### config.mk
export PLATFORM = sky130hd
export DESIGN_NAME = ikbd_sci_link
export DESIGN_NICKNAME = d
export VERILOG_FILES = /design/src/rtl/ikbd_sci_link.sv
export SDC_FILE = /design/constraint.sdc
export NUM_CORES = 1
export LEC_CHECK = 0
export BUFFER_PORTS_ARGS = -buffer_cell sky130_fd_sc_hd__buf_2
export CORE_MARGIN = 5
export CORE_UTILIZATION = 45
export CTS_BUF_LIST = sky130_fd_sc_hd__clkbuf_8
export DETAILED_ROUTE_END_ITERATION = 8
export GPL_TIMING_DRIVEN = 0
export PLACE_DENSITY = 0.68
export SYNTH_ARGS = -nofsm -noshare
export SYNTH_HDL_FRONTEND = slang
export SYNTH_SLANG_ARGS = --single-unit
### constraint.sdc
create_clock -name mcu_clk -period 2.9 [get_ports mcu_clk]
set_clock_uncertainty 0.1 [all_clocks]
set_input_delay 0.29 -clock mcu_clk [delete_from_list [all_inputs] [get_ports mcu_clk]]
set_output_delay 0.29 -clock mcu_clk [all_outputs]
set_load 0.05 [all_outputs]
### src/rtl/ikbd_sci_link.sv
// Serial link between the host keyboard interface and the HD63701 SCI (8N1).
// The host TX FIFO is serialised onto mcu_rx; mcu_tx is deserialised into a host holding register.
module ikbd_sci_link #(
  parameter int unsigned BIT_TICKS  = 256,
  parameter int unsigned FIFO_DEPTH = 8
) (
  input  logic                          mcu_clk,
  input  logic                          mcu_rst,
  input  logic                          mcu_en,
  input  logic [7:0]                    host_tx_data,
  input  logic                          host_tx_valid,
  output logic                          host_tx_ready,
  output logic [$clog2(FIFO_DEPTH):0]   tx_level,
  output logic                          tx_busy,
  output logic                          mcu_rx,
  input  logic                          mcu_tx,
  output logic [7:0]                    host_rx_data,
  output logic                          host_rx_valid,
  input  logic                          host_rx_ack,
  output logic                          rx_overrun,
  output logic                          rx_frame_err
);

  localparam int unsigned AW = $clog2(FIFO_DEPTH);
  localparam int unsigned LW = AW + 1;
  localparam int unsigned CW = $clog2(BIT_TICKS);
  localparam logic [LW-1:0] LVL_FULL  = LW'(FIFO_DEPTH);
  localparam logic [CW-1:0] CNT_FULL  = CW'(BIT_TICKS - 1);
  localparam logic [CW-1:0] CNT_HALF  = CW'(BIT_TICKS / 2 - 1);

  typedef enum logic [1:0] {TX_IDLE, TX_START, TX_DATA, TX_STOP} tx_state_t;
  typedef enum logic [1:0] {RX_IDLE, RX_START, RX_DATA, RX_STOP} rx_state_t;

  // ---------------- TX FIFO ----------------
  logic [7:0]    fifo_mem [FIFO_DEPTH];
  logic [AW-1:0] wr_ptr, rd_ptr;
  logic [LW-1:0] level;
  logic          push, pop, fifo_nonempty;

  assign host_tx_ready = (level != LVL_FULL);
  assign push          = host_tx_valid & host_tx_ready;
  assign fifo_nonempty = (level != '0);
  assign tx_level      = level;

  always_ff @(posedge mcu_clk) begin
    if (push) fifo_mem[wr_ptr] <= host_tx_data;
  end

  always_ff @(posedge mcu_clk or posedge mcu_rst) begin
    if (mcu_rst) begin
      wr_ptr <= '0;
      rd_ptr <= '0;
      level  <= '0;
    end else begin
      if (push) wr_ptr <= wr_ptr + 1'b1;
      if (pop)  rd_ptr <= rd_ptr + 1'b1;
      level <= level + LW'(push) - LW'(pop);
    end
  end

  // ---------------- TX FSM ----------------
  tx_state_t     tx_state, tx_next;
  logic [CW-1:0] tx_cnt;
  logic [2:0]    tx_bit;
  logic [9:0]    tx_frame;
  logic          tx_tick_end, tx_shift;

  assign tx_tick_end = (tx_cnt == CNT_FULL);

  always_ff @(posedge mcu_clk or posedge mcu_rst) begin
    if (mcu_rst) tx_state <= TX_IDLE;
    else         tx_state <= tx_next;
  end

  always_comb begin
    tx_next = tx_state;
    if (mcu_en) begin
      unique case (tx_state)
        TX_IDLE:  if (fifo_nonempty) tx_next = TX_START;
        TX_START: if (tx_tick_end) tx_next = TX_DATA;
        TX_DATA:  if (tx_tick_end && tx_bit == 3'd7) tx_next = TX_STOP;
        TX_STOP:  if (tx_tick_end) tx_next = fifo_nonempty ? TX_START : TX_IDLE;
        default:  tx_next = TX_IDLE;
      endcase
    end
  end

  always_comb begin
    pop      = mcu_en & fifo_nonempty &
               ((tx_state == TX_IDLE) | ((tx_state == TX_STOP) & tx_tick_end));
    tx_shift = mcu_en & tx_tick_end & ((tx_state == TX_START) | (tx_state == TX_DATA));
    tx_busy  = (tx_state != TX_IDLE) | fifo_nonempty;
  end

  // The whole frame {stop, data, start} is held in a shift register whose LSB is the line,
  // so mcu_rx is a flop output and shifting in ones leaves the line idle high.
  always_ff @(posedge mcu_clk or posedge mcu_rst) begin
    if (mcu_rst) begin
      tx_cnt   <= '0;
      tx_bit   <= '0;
      tx_frame <= '1;
    end else if (mcu_en) begin
      tx_cnt <= (tx_state == TX_IDLE || tx_tick_end) ? '0 : tx_cnt + 1'b1;
      if (pop)           tx_frame <= {1'b1, fifo_mem[rd_ptr], 1'b0};
      else if (tx_shift) tx_frame <= {1'b1, tx_frame[9:1]};
      if (tx_state == TX_DATA && tx_tick_end) tx_bit <= tx_bit + 1'b1;
    end
  end

  assign mcu_rx = tx_frame[0];

  // ---------------- RX path ----------------
  logic [1:0]    rx_sync;
  logic          rx_s, rx_prev;
  rx_state_t     rx_state, rx_next;
  logic [CW-1:0] rx_cnt;
  logic [2:0]    rx_bit;
  logic [7:0]    rx_shreg;
  logic          rx_half_end, rx_full_end, rx_sample, rx_stop_strobe;
  logic          deliver_ok, deliver_err;

  assign rx_s        = rx_sync[1];
  assign rx_half_end = (rx_cnt == CNT_HALF);
  assign rx_full_end = (rx_cnt == CNT_FULL);

  always_ff @(posedge mcu_clk or posedge mcu_rst) begin
    if (mcu_rst) rx_sync <= '1;
    else         rx_sync <= {rx_sync[0], mcu_tx};
  end

  always_ff @(posedge mcu_clk or posedge mcu_rst) begin
    if (mcu_rst) rx_state <= RX_IDLE;
    else         rx_state <= rx_next;
  end

  always_comb begin
    rx_next = rx_state;
    if (mcu_en) begin
      unique case (rx_state)
        RX_IDLE:  if (rx_prev && !rx_s) rx_next = RX_START;
        RX_START: if (rx_half_end) rx_next = rx_s ? RX_IDLE : RX_DATA;
        RX_DATA:  if (rx_full_end && rx_bit == 3'd7) rx_next = RX_STOP;
        RX_STOP:  if (rx_full_end) rx_next = RX_IDLE;
        default:  rx_next = RX_IDLE;
      endcase
    end
  end

  always_comb begin
    rx_sample      = mcu_en & (rx_state == RX_DATA) & rx_full_end;
    rx_stop_strobe = mcu_en & (rx_state == RX_STOP) & rx_full_end;
    deliver_ok     = rx_stop_strobe & rx_s;
    deliver_err    = rx_stop_strobe & ~rx_s;
  end

  always_ff @(posedge mcu_clk or posedge mcu_rst) begin
    if (mcu_rst) begin
      rx_prev  <= 1'b1;
      rx_cnt   <= '0;
      rx_bit   <= '0;
      rx_shreg <= '0;
    end else if (mcu_en) begin
      rx_prev <= rx_s;
      rx_cnt  <= (rx_state == RX_IDLE || (rx_state == RX_START && rx_half_end) || rx_full_end)
                 ? '0 : rx_cnt + 1'b1;
      if (rx_state == RX_IDLE) rx_bit <= '0;
      if (rx_sample) begin
        rx_shreg <= {rx_s, rx_shreg[7:1]};
        rx_bit   <= rx_bit + 1'b1;
      end
    end
  end

  // Ack clears first; a delivery in the same cycle then overrides with its own effects.
  always_ff @(posedge mcu_clk or posedge mcu_rst) begin
    if (mcu_rst) begin
      host_rx_data  <= '0;
      host_rx_valid <= 1'b0;
      rx_overrun    <= 1'b0;
      rx_frame_err  <= 1'b0;
    end else begin
      if (host_rx_ack) begin
        host_rx_valid <= 1'b0;
        rx_overrun    <= 1'b0;
        rx_frame_err  <= 1'b0;
      end
      if (deliver_ok) begin
        if (!host_rx_valid || host_rx_ack) begin
          host_rx_data  <= rx_shreg;
          host_rx_valid <= 1'b1;
        end else begin
          rx_overrun <= 1'b1;
        end
      end
      if (deliver_err) rx_frame_err <= 1'b1;
    end
  end

endmodule
==> results.sh, run 1 <==
export IMPL_route_detailed_wl_per_inst_um=15.7
export IMPL_finish_net_count=473
export IMPL_power_switching_mw=1.32
export IMPL_required_ns=3.13
export IMPL_initial_utilization_pct=45.7
export IMPL_status="finished, final reports clean"
export IMPL_route_antenna_remaining_nets=0
export IMPL_final_setup_viol_count=0
export IMPL_crit_chain="ha_1, nand3_1, nor3_1, o211a_1, buf_6, ha_1, inv_1, ha_1, inv_1, fa_1, xnor2_1"
export IMPL_timing_final_hold_violations=0
export IMPL_critPathMostFrequentCell="ha_1"
export IMPL_yosysTopAreaCellShare_pct=33.6
export IMPL_fin_area_um2=6580
export IMPL_timing_critical_path_fanout_max=10
export IMPL_global_route_wire_length_before_repair_um=16500
export IMPL_synth_most_common_cell="edfxtp_1"
export IMPL_combinationalPowerShare_pct=16.2
export IMPL_yosys_cell_types_count=52
export IMPL_ys_async_sr_fraction_pct=51.1
export IMPL_postSynthRegisterBits=131
export IMPL_die_area_um2=15100
export IMPL_start_kind="register"
export IMPL_cts_sinks=131
export IMPL_worstSkewPairLatency_ns=0.44
export IMPL_drtPass1Iterations=4
export IMPL_max_freq_mhz=370
export IMPL_grt_usage_pct=14.5
export IMPL_cts_root_buffer="clkbuf_8"
export IMPL_drt_iter0_markers=168
export IMPL_tightest_slew_ns=1.26
export IMPL_synth_nets=416
export IMPL_residual_overflow_from_global_routing=0
export IMPL_gp_congestion=0.745
export IMPL_grt_start_max_net_pins=68
export IMPL_power_switching_share_pct=28.0
export IMPL_synth_enable_flop_cells=64
export IMPL_fillCellCount=1076
export IMPL_syn_std_cell_area_um2=5720
export IMPL_die_height_um=123
export IMPL_tritoncts_num_buffers=17
export IMPL_largest_stage_delay_worst_path_ns=0.39
export IMPL_hpwl_um=6540
export IMPL_seq_area_frac_synth_pct=63.2
export IMPL_max_cap_violations=0
export IMPL_netlist_top_cell_by_area="edfxtp_1"
export IMPL_postSynthCellCount=382
export IMPL_cts_root_to_sink_buffers=2
export IMPL_design_power_total_mw=4.71
export IMPL_crit_path_end_kind="register"
export IMPL_ir_drop_mv=0.641
export IMPL_critical_path_n_buffers_inverters=3
export IMPL_top_level_ports=32
export IMPL_vias_per_cell=5.10
export IMPL_ys_top_cells_by_count="64 x edfxtp_1, 55 x dfrtp_1, 28 x nor2_1"
export IMPL_layout_area_overhead_vs_synth_pct=15.0
export IMPL_synth_main_ff_cell="edfxtp_1"
export IMPL_place_port_buffers=30
export IMPL_slew_violations=0
export IMPL_totalWireLength_um=9780
export IMPL_worst_ep_arrival_time_ns=2.93
export IMPL_htree_levels=4
export IMPL_share_of_cells_above_drive_strength_1_pct=28.5
export IMPL_die_width_um=123
export IMPL_power_density_relative_to_cell_area_nw_per_um2=716
export IMPL_grt_most_used_layer="met2"
export IMPL_cts_repair_resized=0
export IMPL_layout_min_cycle_time_ns=2.71
export IMPL_tcrit_tclk_final_pct=93.3
export IMPL_cts_tree="yes"
export IMPL_grt_util_met3_pct=4.61
export IMPL_std_cell_rows=41
export IMPL_grt_pass1_vias=3385
export IMPL_leakage_nw=2.70
export IMPL_cpLargestDelayFamily="adder cells"
export IMPL_use_met1_pct=18.0
export IMPL_seq_power_share_pct=51.0
export IMPL_path_class="register to register"
export IMPL_dr_total_vias=3180
export IMPL_grt_setup_unrepaired="no"
export IMPL_antenna_cells_inserted=0
export IMPL_grtUsageMet2_pct=23.7
export IMPL_grt_antenna_before_repair=0
export IMPL_synth_area_top_cells="edfxtp_1 34%, dfrtp_1 24%, mux4_2 6.3%, dfstp_2 5.5%, mux2_2 4.3%"
export IMPL_critical_path_slowest_cell="dfrtp_1"
export IMPL_p_int_mw=3.40
export IMPL_placement_cell_area_um2=6090
export IMPL_core_outline_area_um2=12500
export IMPL_route_detailed_drc=0
export IMPL_syn_mean_instance_area_um2=15.0
export IMPL_clkTransAtPathRegs_ns=0.07
export IMPL_min_path_type="primary input to register"
export IMPL_power_clock_fraction_pct=32.7
export IMPL_yosysWarnings=0
export IMPL_slew_headroom_pct=15.6
power by group through the flow:
| stage | registers [mW] | clock network [mW] | logic, mW |
|---|---|---|---|
| after global routing | 2.44 | 1.69 | 0.869 |
| after detailed placement | 2.44 | 0 | 0.769 |
| after floorplan | 2.50 | 0 | 0.492 |
| final | 2.41 | 1.54 | 0.766 |
| after global placement | 2.42 | 0 | 0.744 |
| after CTS | 2.41 | 1.59 | 0.784 |
repair_timing:
item,in CTS,in global routing
endpoints found under the hold margin,78,0
hold buffers,8,0
setup buffers,0,0
sequential cells by signal, summed over array words and instances (netlist names), 2 cells and up, named ones only:
signal and flops:
tx_bit 3, tx_level 4, rx_shreg 8, rx_bit 3, tx_cnt 8, host_rx_data 8
tx_frame 9, rd_ptr 3, rx_sync 2, fifo_mem 64, tx_state 2, wr_ptr 3
rx_cnt 8
layout make-up:
class	count	area (µm²)	share of cell area (%)
tap	172	215	3.27
timing repair buffer	38	230	3.50
clock buffer	19	262	3.97
sequential	131	3610	54.9
multi-input combinational	218	1950	29.7
clock inverter	13	145	2.21
buffer	15	90.1	1.37
inverter	18	70.1	1.06
cell usage in the layout (no fill, tap or decap), types with 9 or more instances in the layout:
| cell type | count |
|---|---|
| dfrtp_1 | 55 |
| mux2_2 | 22 |
| inv_1 | 21 |
| ha_1 | 19 |
| clkbuf_8 | 19 |
| nand2_1 | 17 |
| xor2_1 | 10 |
| nor2_1 | 28 |
| mux2i_1 | 24 |
| dfstp_2 | 12 |
| mux4_2 | 16 |
| buf_2 | 35 |
| edfxtp_1 | 64 |
| nand4_1 | 9 |
cell families after synthesis:
family	share of synthesized area, %
AOI/OAI and AO/OA	3.96
buffers and inverters	2.76
muxes	14.8
and+or+nand+nor	8.18
adders and majority gates	4.51
DFF	63.2
xor gates and xnor gates	2.60
final timing paths:
| path | startpoint | endpoint | slack [ns] | cells after the start |
|---|---|---|---|---|
| max | tx_cnt[0] | tx_level[2] | 0.19 | 11 |
| min | host_tx_data[1] | fifo_mem[1][1] | 0.03 | 1 |
| max reg2reg | tx_cnt[0] | tx_level[2] | 0.19 | 11 |
| min reg2reg | rx_sync[0] | rx_sync[1] | 0.26 | 0 |
| max in group asynchronous | mcu_rst | tx_cnt[2] | 1.68 | 3 |
| min in group asynchronous | mcu_rst | host_rx_data[4] | 0.47 | 3 |
layer usage:
metal,vias to the layer above,share of wire [%]
met4,0,1.3
met5,-,0
met2,42,50
li1,1525,-
met3,16,3.8
met1,1597,45
metrics by stage:
step | cells | TNS (ns) | utilization (%) | hold slack [ns] | setup slack, ns
finish | 624 | 0 | 52.6 | 0.0329 | 0.195
global route | 624 | 0 | 52.6 | 0.0118 | 0.0106
CTS | 624 | 0 | 52.6 | 0.00804 | 0.180
detailed placement | 584 | 0 | 48.7 | 0.248 | 0.211
global placement | 584 | -0.534 | 48.7 | 0.250 | -0.0141
floorplan | 382 | 0 | - | 0.194 | 0.0512
Note: power is estimated with default switching activity, not from simulation.
==> run 2, diff against run 1 <==
- MAX_ROUTING_LAYER: unset -> met4
- SLEW_MARGIN: unset -> 10
==> results.sh, run 2 (same netlist as run 1, synthesis figures left out) <==
export IMPL_htree_levels=4
export IMPL_hpwl_um=6620
export IMPL_post_layout_nonfiller_instances=627
export IMPL_hold_worst_slack_ns=0.0413
export IMPL_path_class="register to register"
export IMPL_worst_r2r_setup_slack_ns=0.24
export IMPL_die_height_um=123
export IMPL_crit_chain="ha_1, nand3_1, nor3_1, o211a_1, buf_6, ha_1, inv_1, ha_1, inv_1, fa_1, xnor2_1"
export IMPL_crit_path_end_kind="register"
export IMPL_grt_setup_unrepaired="no"
export IMPL_layout_cells_most_common_list="64 x edfxtp_1, 55 x dfrtp_1, 35 x buf_2, 28 x nor2_1, 24 x mux2i_1"
export IMPL_largest_reg_flops=64
export IMPL_startpoint="tx_cnt[0]"
export IMPL_max_cap_violations=0
export IMPL_grt_start_max_net_pins=38
export IMPL_post_layout_util_pct=53.0
export IMPL_die_area_um2=15100
export IMPL_cts_repair_resized=0
export IMPL_registers_top_by_ff_count="fifo_mem"
export IMPL_ir_drop_mv=0.681
export IMPL_crit_cells=11
export IMPL_design_power_total_mw=4.76
export IMPL_status="finished, final reports clean"
export IMPL_reg_largest_list="fifo_mem: 64 flops, tx_frame: 9 flops"
export IMPL_drt_iter0_markers=200
export IMPL_tcrit_tclk_final_pct=91.8
export IMPL_slew_violations=0
export IMPL_die_width_um=123
export IMPL_mostFrequentLayoutCell="edfxtp_1"
export IMPL_grt_pass1_vias=3382
export IMPL_fillCellCount=1071
export IMPL_critPathMostFrequentCell="ha_1"
export IMPL_largest_stage_delay_worst_path_ns=0.39
export IMPL_worst_ep_arrival_time_ns=2.89
export IMPL_core_outline_area_um2=12500
export IMPL_dr_total_vias=3197
export IMPL_timing_critical_path_fanout_max=10
export IMPL_totalWireLength_um=9760
export IMPL_placed_cells=585
export IMPL_start_kind="register"
export IMPL_ff_to_ff_start="tx_cnt[0]"
export IMPL_antenna_cells_inserted=0
export IMPL_route_detailed_drc=0
export IMPL_critical_path_slowest_cell="dfrtp_1"
export IMPL_cts_tree="yes"
export IMPL_slew_headroom_pct=44.9
export IMPL_critical_path_n_buffers_inverters=3
export IMPL_place_port_buffers=30
export IMPL_max_freq_mhz=376
export IMPL_cts_root_buffer="clkbuf_8"
export IMPL_drtPass1Iterations=5
export IMPL_gp_congestion=0.755
export IMPL_std_cell_rows=41
export IMPL_regArea_um2=3610
export IMPL_tritoncts_num_buffers=17
export IMPL_layout_min_cycle_time_ns=2.66
export IMPL_reg2reg_to="tx_level[2]"
export IMPL_worst_r2r_path_depth=11
export IMPL_hold_path_endpoint="fifo_mem[6][5]"
export IMPL_layout_area_overhead_vs_synth_pct=15.9
export IMPL_top_level_ports=32
export IMPL_tightest_slew_ns=0.824
export IMPL_finish_net_count=476
export IMPL_power_density_relative_to_cell_area_nw_per_um2=718
export IMPL_cts_sinks=131
export IMPL_worstSkewPairLatency_ns=0.44
export IMPL_timing_final_hold_violations=0
export IMPL_global_route_wire_length_before_repair_um=16800
export IMPL_initial_utilization_pct=45.7
export IMPL_grt_antenna_before_repair=0
export IMPL_worstHoldStart="host_tx_data[5]"
export IMPL_share_of_cells_above_drive_strength_1_pct=29.5
export IMPL_route_antenna_remaining_nets=0
export IMPL_cpLargestDelayFamily="adder cells"
export IMPL_hold_depth=1
export IMPL_route_detailed_wl_per_inst_um=15.6
export IMPL_leakage_nw=2.71
export IMPL_residual_overflow_from_global_routing=0
export IMPL_clkTransAtPathRegs_ns=0.08
export IMPL_grt_usage_pct=15.3
export IMPL_cts_setup_buffers=0
export IMPL_vias_per_cell=5.10
export IMPL_final_setup_viol_count=0
export IMPL_cts_root_to_sink_buffers=2
export IMPL_required_ns=3.13
export IMPL_multi_input_comb_area_um2=1960
export IMPL_min_path_type="primary input to register"
run 2: worst max path at each step:
stage	end	slack, ns
2_1_floorplan	tx_level[2]	0.05
3_3_place_gp	wr_ptr[1]	-0.01
3_5_place_dp	tx_level[2]	0.24
4_1_cts	tx_level[2]	0.21
5_1_grt	tx_level[3]	0.007
6_report	tx_level[2]	0.24
run 2: report_power, final:
part	switching, mW	leakage, nW	internal (mW)	total [mW]
sequential	0.179	1.43	2.23	2.41
combinational	0.482	1.08	0.290	0.773
clock	0.707	0.206	0.869	1.58
total	1.37	2.71	3.39	4.76
run 2: area by class of cell:
| cell class | instances | share of cell area (%) |
|---|---|---|
| repair buffers | 41 | 4.08 |
| multi-input cells | 218 | 29.6 |
| well taps | 172 | 3.25 |
| clock inverters | 14 | 2.47 |
| flip-flops and latches | 131 | 54.5 |
| clock buffers | 18 | 3.74 |
| inverters | 18 | 1.06 |
| plain buffers | 15 | 1.36 |
run 2: worst reg2reg max path, stage by stage, from the launching register on:
cell     delay, ns
dfrtp_1       0.39
ha_1          0.25
nand3_1       0.14
nor3_1        0.22
o211a_1       0.25
buf_6         0.19
ha_1          0.24
inv_1         0.05
ha_1          0.15
inv_1         0.05
fa_1          0.37
xnor2_1       0.13
run 2: routing by layer:
| metal | GRT usage, % | up-vias | wire (µm) |
|---|---|---|---|
| met1 | 18.5 | 1596 | 4300 |
| met5 | - | - | 0 |
| met3 | 5.02 | 13 | 427 |
| met2 | 24.1 | 60 | 4900 |
| li1 | - | 1528 | - |
| met4 | 5.46 | 0 | 123 |
run 2: repair_timing:
action	CTS	global route
hold buffers	10	0
endpoints found under the setup margin	0	0
endpoints found under the hold margin	77	0
run 2: per-stage QoR:
| step | setup slack (ns) | cell area (µm²) | TNS, ns |
|---|---|---|---|
| after detailed placement | 0.235 | 6120 | 0 |
| final | 0.238 | 6630 | 0 |
| after CTS | 0.210 | 6630 | 0 |
| after floorplan | 0.0512 | 5730 | 0 |
| after global routing | 0.00692 | 6630 | 0 |
| after global placement | -0.0141 | 6090 | -0.534 |
